### src/rtl/boot_loader.sv
// boot_loader
//   Copies WORDS 16-bit words from a combinational boot ROM into instruction
//   RAM starting at BASE and holds the CPU in reset until the copy finishes.
//   Each word takes a READ cycle (ROM word latched) and a WRITE cycle, and the
//   WRITE cycle stretches while ram_ready is low. A start pulse in DONE
//   restarts the copy.
// Ports
//   clk       : system clock, rising edge
//   reset     : asynchronous active-high reset; restarts the copy from word 0
//   start     : reload request, only honoured in DONE
//   rom_addr  : ROM word address (driven straight from the word counter)
//   rom_data  : combinational ROM read data
//   ram_addr  : RAM write address (BASE + word index, 16-bit wrap)
//   ram_din   : RAM write data
//   ram_we    : RAM write strobe; a write is taken on an edge with ram_ready=1
//   ram_ready : RAM write acceptance
//   cpu_reset : holds the CPU in reset while the copy is running
//   busy      : copy in progress
//   done      : copy complete
//   checksum  : mod-2^16 sum of the words written in the current/last copy
module boot_loader #(
   parameter int unsigned WORDS = 256,
   parameter logic [15:0] BASE  = 16'h0000
) (
   input  logic        clk,
   input  logic        reset,
   input  logic        start,
   output logic [15:0] rom_addr,
   input  logic [15:0] rom_data,
   output logic [15:0] ram_addr,
   output logic [15:0] ram_din,
   output logic        ram_we,
   input  logic        ram_ready,
   output logic        cpu_reset,
   output logic        busy,
   output logic        done,
   output logic [15:0] checksum
);

   localparam int unsigned CW = (WORDS > 1) ? $clog2(WORDS) : 1;
   localparam logic [CW-1:0] LAST = CW'(WORDS - 1);

   localparam logic [1:0] S_READ  = 2'd0;
   localparam logic [1:0] S_WRITE = 2'd1;
   localparam logic [1:0] S_DONE  = 2'd2;

   logic [1:0]    state;
   logic [CW-1:0] cnt;
   logic [15:0]   cnt_ext;

   assign cnt_ext  = {{(16 - CW){1'b0}}, cnt};
   assign rom_addr = cnt_ext;

   always_ff @(posedge clk or posedge reset) begin
      if (reset) begin
         state     <= S_READ;
         cnt       <= '0;
         ram_addr  <= BASE;
         ram_din   <= '0;
         ram_we    <= 1'b0;
         checksum  <= '0;
         cpu_reset <= 1'b1;
         busy      <= 1'b1;
         done      <= 1'b0;
      end else begin
         case (state)
            S_READ: begin
               ram_din  <= rom_data;
               ram_addr <= BASE + cnt_ext;
               ram_we   <= 1'b1;
               state    <= S_WRITE;
            end
            S_WRITE: begin
               // ram_ready low: everything holds, the write strobe stays up
               if (ram_ready) begin
                  checksum <= checksum + ram_din;
                  ram_we   <= 1'b0;
                  if (cnt == LAST) begin
                     state     <= S_DONE;
                     busy      <= 1'b0;
                     done      <= 1'b1;
                     cpu_reset <= 1'b0;
                  end else begin
                     cnt   <= cnt + 1'b1;
                     state <= S_READ;
                  end
               end
            end
            S_DONE: begin
               if (start) begin
                  cnt       <= '0;
                  checksum  <= '0;
                  state     <= S_READ;
                  cpu_reset <= 1'b1;
                  busy      <= 1'b1;
                  done      <= 1'b0;
               end
            end
            default: begin
               state <= S_READ;
               ram_we <= 1'b0;
            end
         endcase
      end
   end

endmodule

### config.mk
export PLATFORM = sky130hd
export DESIGN_NAME = boot_loader
export DESIGN_NICKNAME = d
export VERILOG_FILES = /design/src/rtl/boot_loader.sv
export SDC_FILE = /design/constraint.sdc
export NUM_CORES = 1
export LEC_CHECK = 0
export CAP_MARGIN = 20
export CORE_MARGIN = 8
export CORE_UTILIZATION = 30
export DETAILED_ROUTE_END_ITERATION = 10
export SYNTH_ARGS = -nofsm -noshare
export SYNTH_HDL_FRONTEND = slang
export SYNTH_SLANG_ARGS = --single-unit
### constraint.sdc
create_clock -name clk -period 2.03 [get_ports clk]
set_input_delay 0.3045 -clock clk [delete_from_list [all_inputs] [get_ports clk]]
set_output_delay 0.3045 -clock clk [all_outputs]
set_load 0.02 [all_outputs]
==> impl_metrics.env <==
export IMPL_crit_arrival_ns=2.27
export IMPL_rsz0062_at_grt="true"
export IMPL_post_route_drc_count=0
export IMPL_antenna_found_initial=0
export IMPL_routed_via_count=2442
export IMPL_ant_nets=0
export IMPL_hold_viol_final=0
export IMPL_clockBufferDepth=2
export IMPL_switching_share_pct=40.5
export IMPL_yosysTopAreaCellShare_pct=43.6
export IMPL_dp_cells=505
export IMPL_synth_async_sr_flop_share_pct=100
export IMPL_clkPwrFrac_pct=10.9
export IMPL_worstHoldPathType="input port to asynchronous set/reset pin"
export IMPL_grt_use_total_pct=12.0
export IMPL_row_count=36
export IMPL_fin_cells=520
export IMPL_fmax_mhz=496
export IMPL_r2r_start="ram_din[0]"
export IMPL_ys_seq_area_share_pct=44.5
export IMPL_grt_max_degree=54
export IMPL_grt_pass1_wl_mm=12.9
export IMPL_clock_latency_ns=0.31
export IMPL_cp_slowest_stage_delay_ns=0.41
export IMPL_drt_iter0_drc=54
export IMPL_start_util_pct=30.7
export IMPL_critical_path_slowest_cell="dfrtp_2"
export IMPL_combPwrFrac_pct=60.6
export IMPL_synth_avg_cell_area_um2=10.7
export IMPL_pwr_density_cell_nw_per_um2=1350
export IMPL_finalSetupTns_ns=0
export IMPL_drt_pass1_iterations=4
export IMPL_final_cell_mix="71 x clkdlybuf4s50_1, 48 x dfrtp_1, 37 x buf_4"
export IMPL_clkSinkCount=53
export IMPL_setup_violations=0
export IMPL_cts_root_buf="clkbuf_8"
export IMPL_die_w_um=116
export IMPL_core_area_um2=9730
export IMPL_crit_path_end_kind="register"
export IMPL_fin_worst_skew_ns=0.0132
export IMPL_place_congestion=0.793
export IMPL_synth_edf_count=0
export IMPL_status="finished clean"
export IMPL_htree_levels=2
export IMPL_die_h_um=116
export IMPL_wl_mm=8.02
export IMPL_final_nets=423
export IMPL_crit_path_start_kind="register"
export IMPL_dpl_instance_area_um2=4080
export IMPL_io_pins=88
export IMPL_setup_ws_ns=0.0126
export IMPL_yosys_cell_types_count=58
export IMPL_fin_area_um2=4310
export IMPL_holdWs_ns=0.350
export IMPL_power_mw=5.81
export IMPL_routed_via_density=4.70
export IMPL_synth_top_area_cell="dfrtp_1"
export IMPL_cp_max_fo=4
export IMPL_finalCoreUtilization_pct=44.3
export IMPL_netlist_instances=279
export IMPL_worstPathCellList="ha_4, inv_2, fa_2, nor2b_2, o31a_2, o21a_4, a21boi_4, or4_1, nand4_1"
export IMPL_p_leak_nw=1.87
export IMPL_io_buffers=71
export IMPL_avgRoutedWirePerCell_um=15.4
export IMPL_synth_flop_cell="dfrtp_1"
export IMPL_clk_pin_slew_ns=0.10
export IMPL_dpl_worst_slack_ns=-0.0539
export IMPL_drive_gt1_share_pct=27.9
export IMPL_report_final_slew_viol_count=0
export IMPL_grt_pass1_vias=2665
export IMPL_synthTopCellsByArea="dfrtp_1 44%, mux2_2 8.3%, ha_1 6.7%"
export IMPL_p_sw_mw=2.35
export IMPL_gr_total_overflow=0
export IMPL_ys_ff_latch=53
export IMPL_dieArea_um2=13400
export IMPL_critPathKind="register to register"
export IMPL_cts_tree="done"
export IMPL_final_min_clock_period_ns=2.02
export IMPL_r2r_end="checksum[10]"
export IMPL_diodes=0
export IMPL_dp_final_hpwl_mm=5.98
export IMPL_reg2reg_slack_ns=0.01
export IMPL_fin_crit_sh_pct=99.4
export IMPL_yosysWarnings=0
export IMPL_final_common_cell="clkdlybuf4s50_1"
export IMPL_synth_area_um2=2980
export IMPL_seq_power_share_pct=28.5
export IMPL_cap_violations=0
export IMPL_cp_required_ns=2.28
export IMPL_area_growth_pct=44.4
export IMPL_cts_buffers=5
export IMPL_max_vdd_ir_drop_uv=651
export IMPL_p_int_mw=3.45
export IMPL_rr_worst_depth=9
## metal layers
layer | vias up | track usage [%] | wire length, µm
met4 | 0 | 3.80 | 131
met1 | 1185 | 13.7 | 3300
met5 | - | 0 | 0
li1 | 1178 | - | -
met3 | 14 | 4.12 | 656
met2 | 65 | 20.7 | 3930
## what timing repair did
item	in CTS	in global routing
hold buffers	0	0
endpoints found under the hold margin	0	0
gates resized for setup	4	9
pin swaps	12	9
setup endpoints to repair	7	6
buffers inserted	7	0
## worst max path at each step
stage	start	to	slack (ns)	depth (start not counted)
finish	ram_din[0]	checksum[10]	0.01	9
global route	ram_din[0]	checksum[10]	-0.11	9
CTS	ram_din[0]	checksum[10]	-0.07	9
detailed placement	checksum[0]	checksum[10]	-0.05	9
global placement	ram_din[1]	checksum[11]	-0.07	7
floorplan	checksum[0]	checksum[10]	-0.02	9
## layout make-up
| type | instances | area (µm²) |
|---|---|---|
| fillers | 947 | 5420 |
| multi-input cells | 207 | 1670 |
| flip-flops and latches | 53 | 1330 |
| repair buffers | 109 | 1010 |
| well taps | 133 | 166 |
| clock buffers | 5 | 68.8 |
| inverters | 10 | 37.5 |
| clock inverters | 3 | 25.0 |
## kinds of logic (layout without fill, tap and decap cells)
logic type | after synthesis | in the layout | share of synthesized area [%]
compound gates | 69 | 69 | 16.3
simple gates | 69 | 69 | 12.2
flops | 53 | 53 | 44.5
buf+inv | 34 | 127 | 7.01
mux | 24 | 24 | 8.98
fa+ha+maj | 17 | 17 | 7.38
xor+xnor | 12 | 12 | 3.52
other cells | 1 | 16 | 0.126
## Yosys cell counts (all sizes together) (2+ instances only)
library cell	count
and3	4
mux2	22
nand2b	3
a211oi	2
o21bai	2
nor2	13
nand3	5
mux2i	2
o211ai	2
o21a	6
or2	2
xnor2	3
inv	10
buf	24
and2	2
o21ai	20
xor2	9
nand2	22
o31ai	2
a21oi	13
and3b	2
nor3	2
or3	4
nor2b	2
a221oi	2
dfrtp	52
ha	16
a21o	5
a22oi	2
nand4	4
a22o	3
## critical path: cells and delay by family, from the launching register on
kind	cells	cell delay, ns
AO/OA/AOI/OAI	3	0.40
adder cells (fa/ha/maj)	2	0.49
buffers and inverters	1	0.03
flip-flops	1	0.41
AND/OR/NAND/NOR	3	0.63
## state kept, by name, indices dropped and copies added, names as in the netlist
register  flops
busy          1
state         2
checksum     16
ram_we        1
done          1
ram_addr      8
cnt           8
ram_din      16
## power groups by stage
| stage | registers, mW | logic [mW] | clock network (mW) |
|---|---|---|---|
| final | 1.65 | 3.52 | 0.633 |
| after global routing | 1.70 | 3.83 | 0.708 |
| after CTS | 1.65 | 3.43 | 0.669 |
| after detailed placement | 1.67 | 3.26 | 0 |
| after global placement | 1.65 | 3.22 | 0 |
| after floorplan | 1.99 | 1.63 | 0 |
Power figures use the tool's default switching activity.
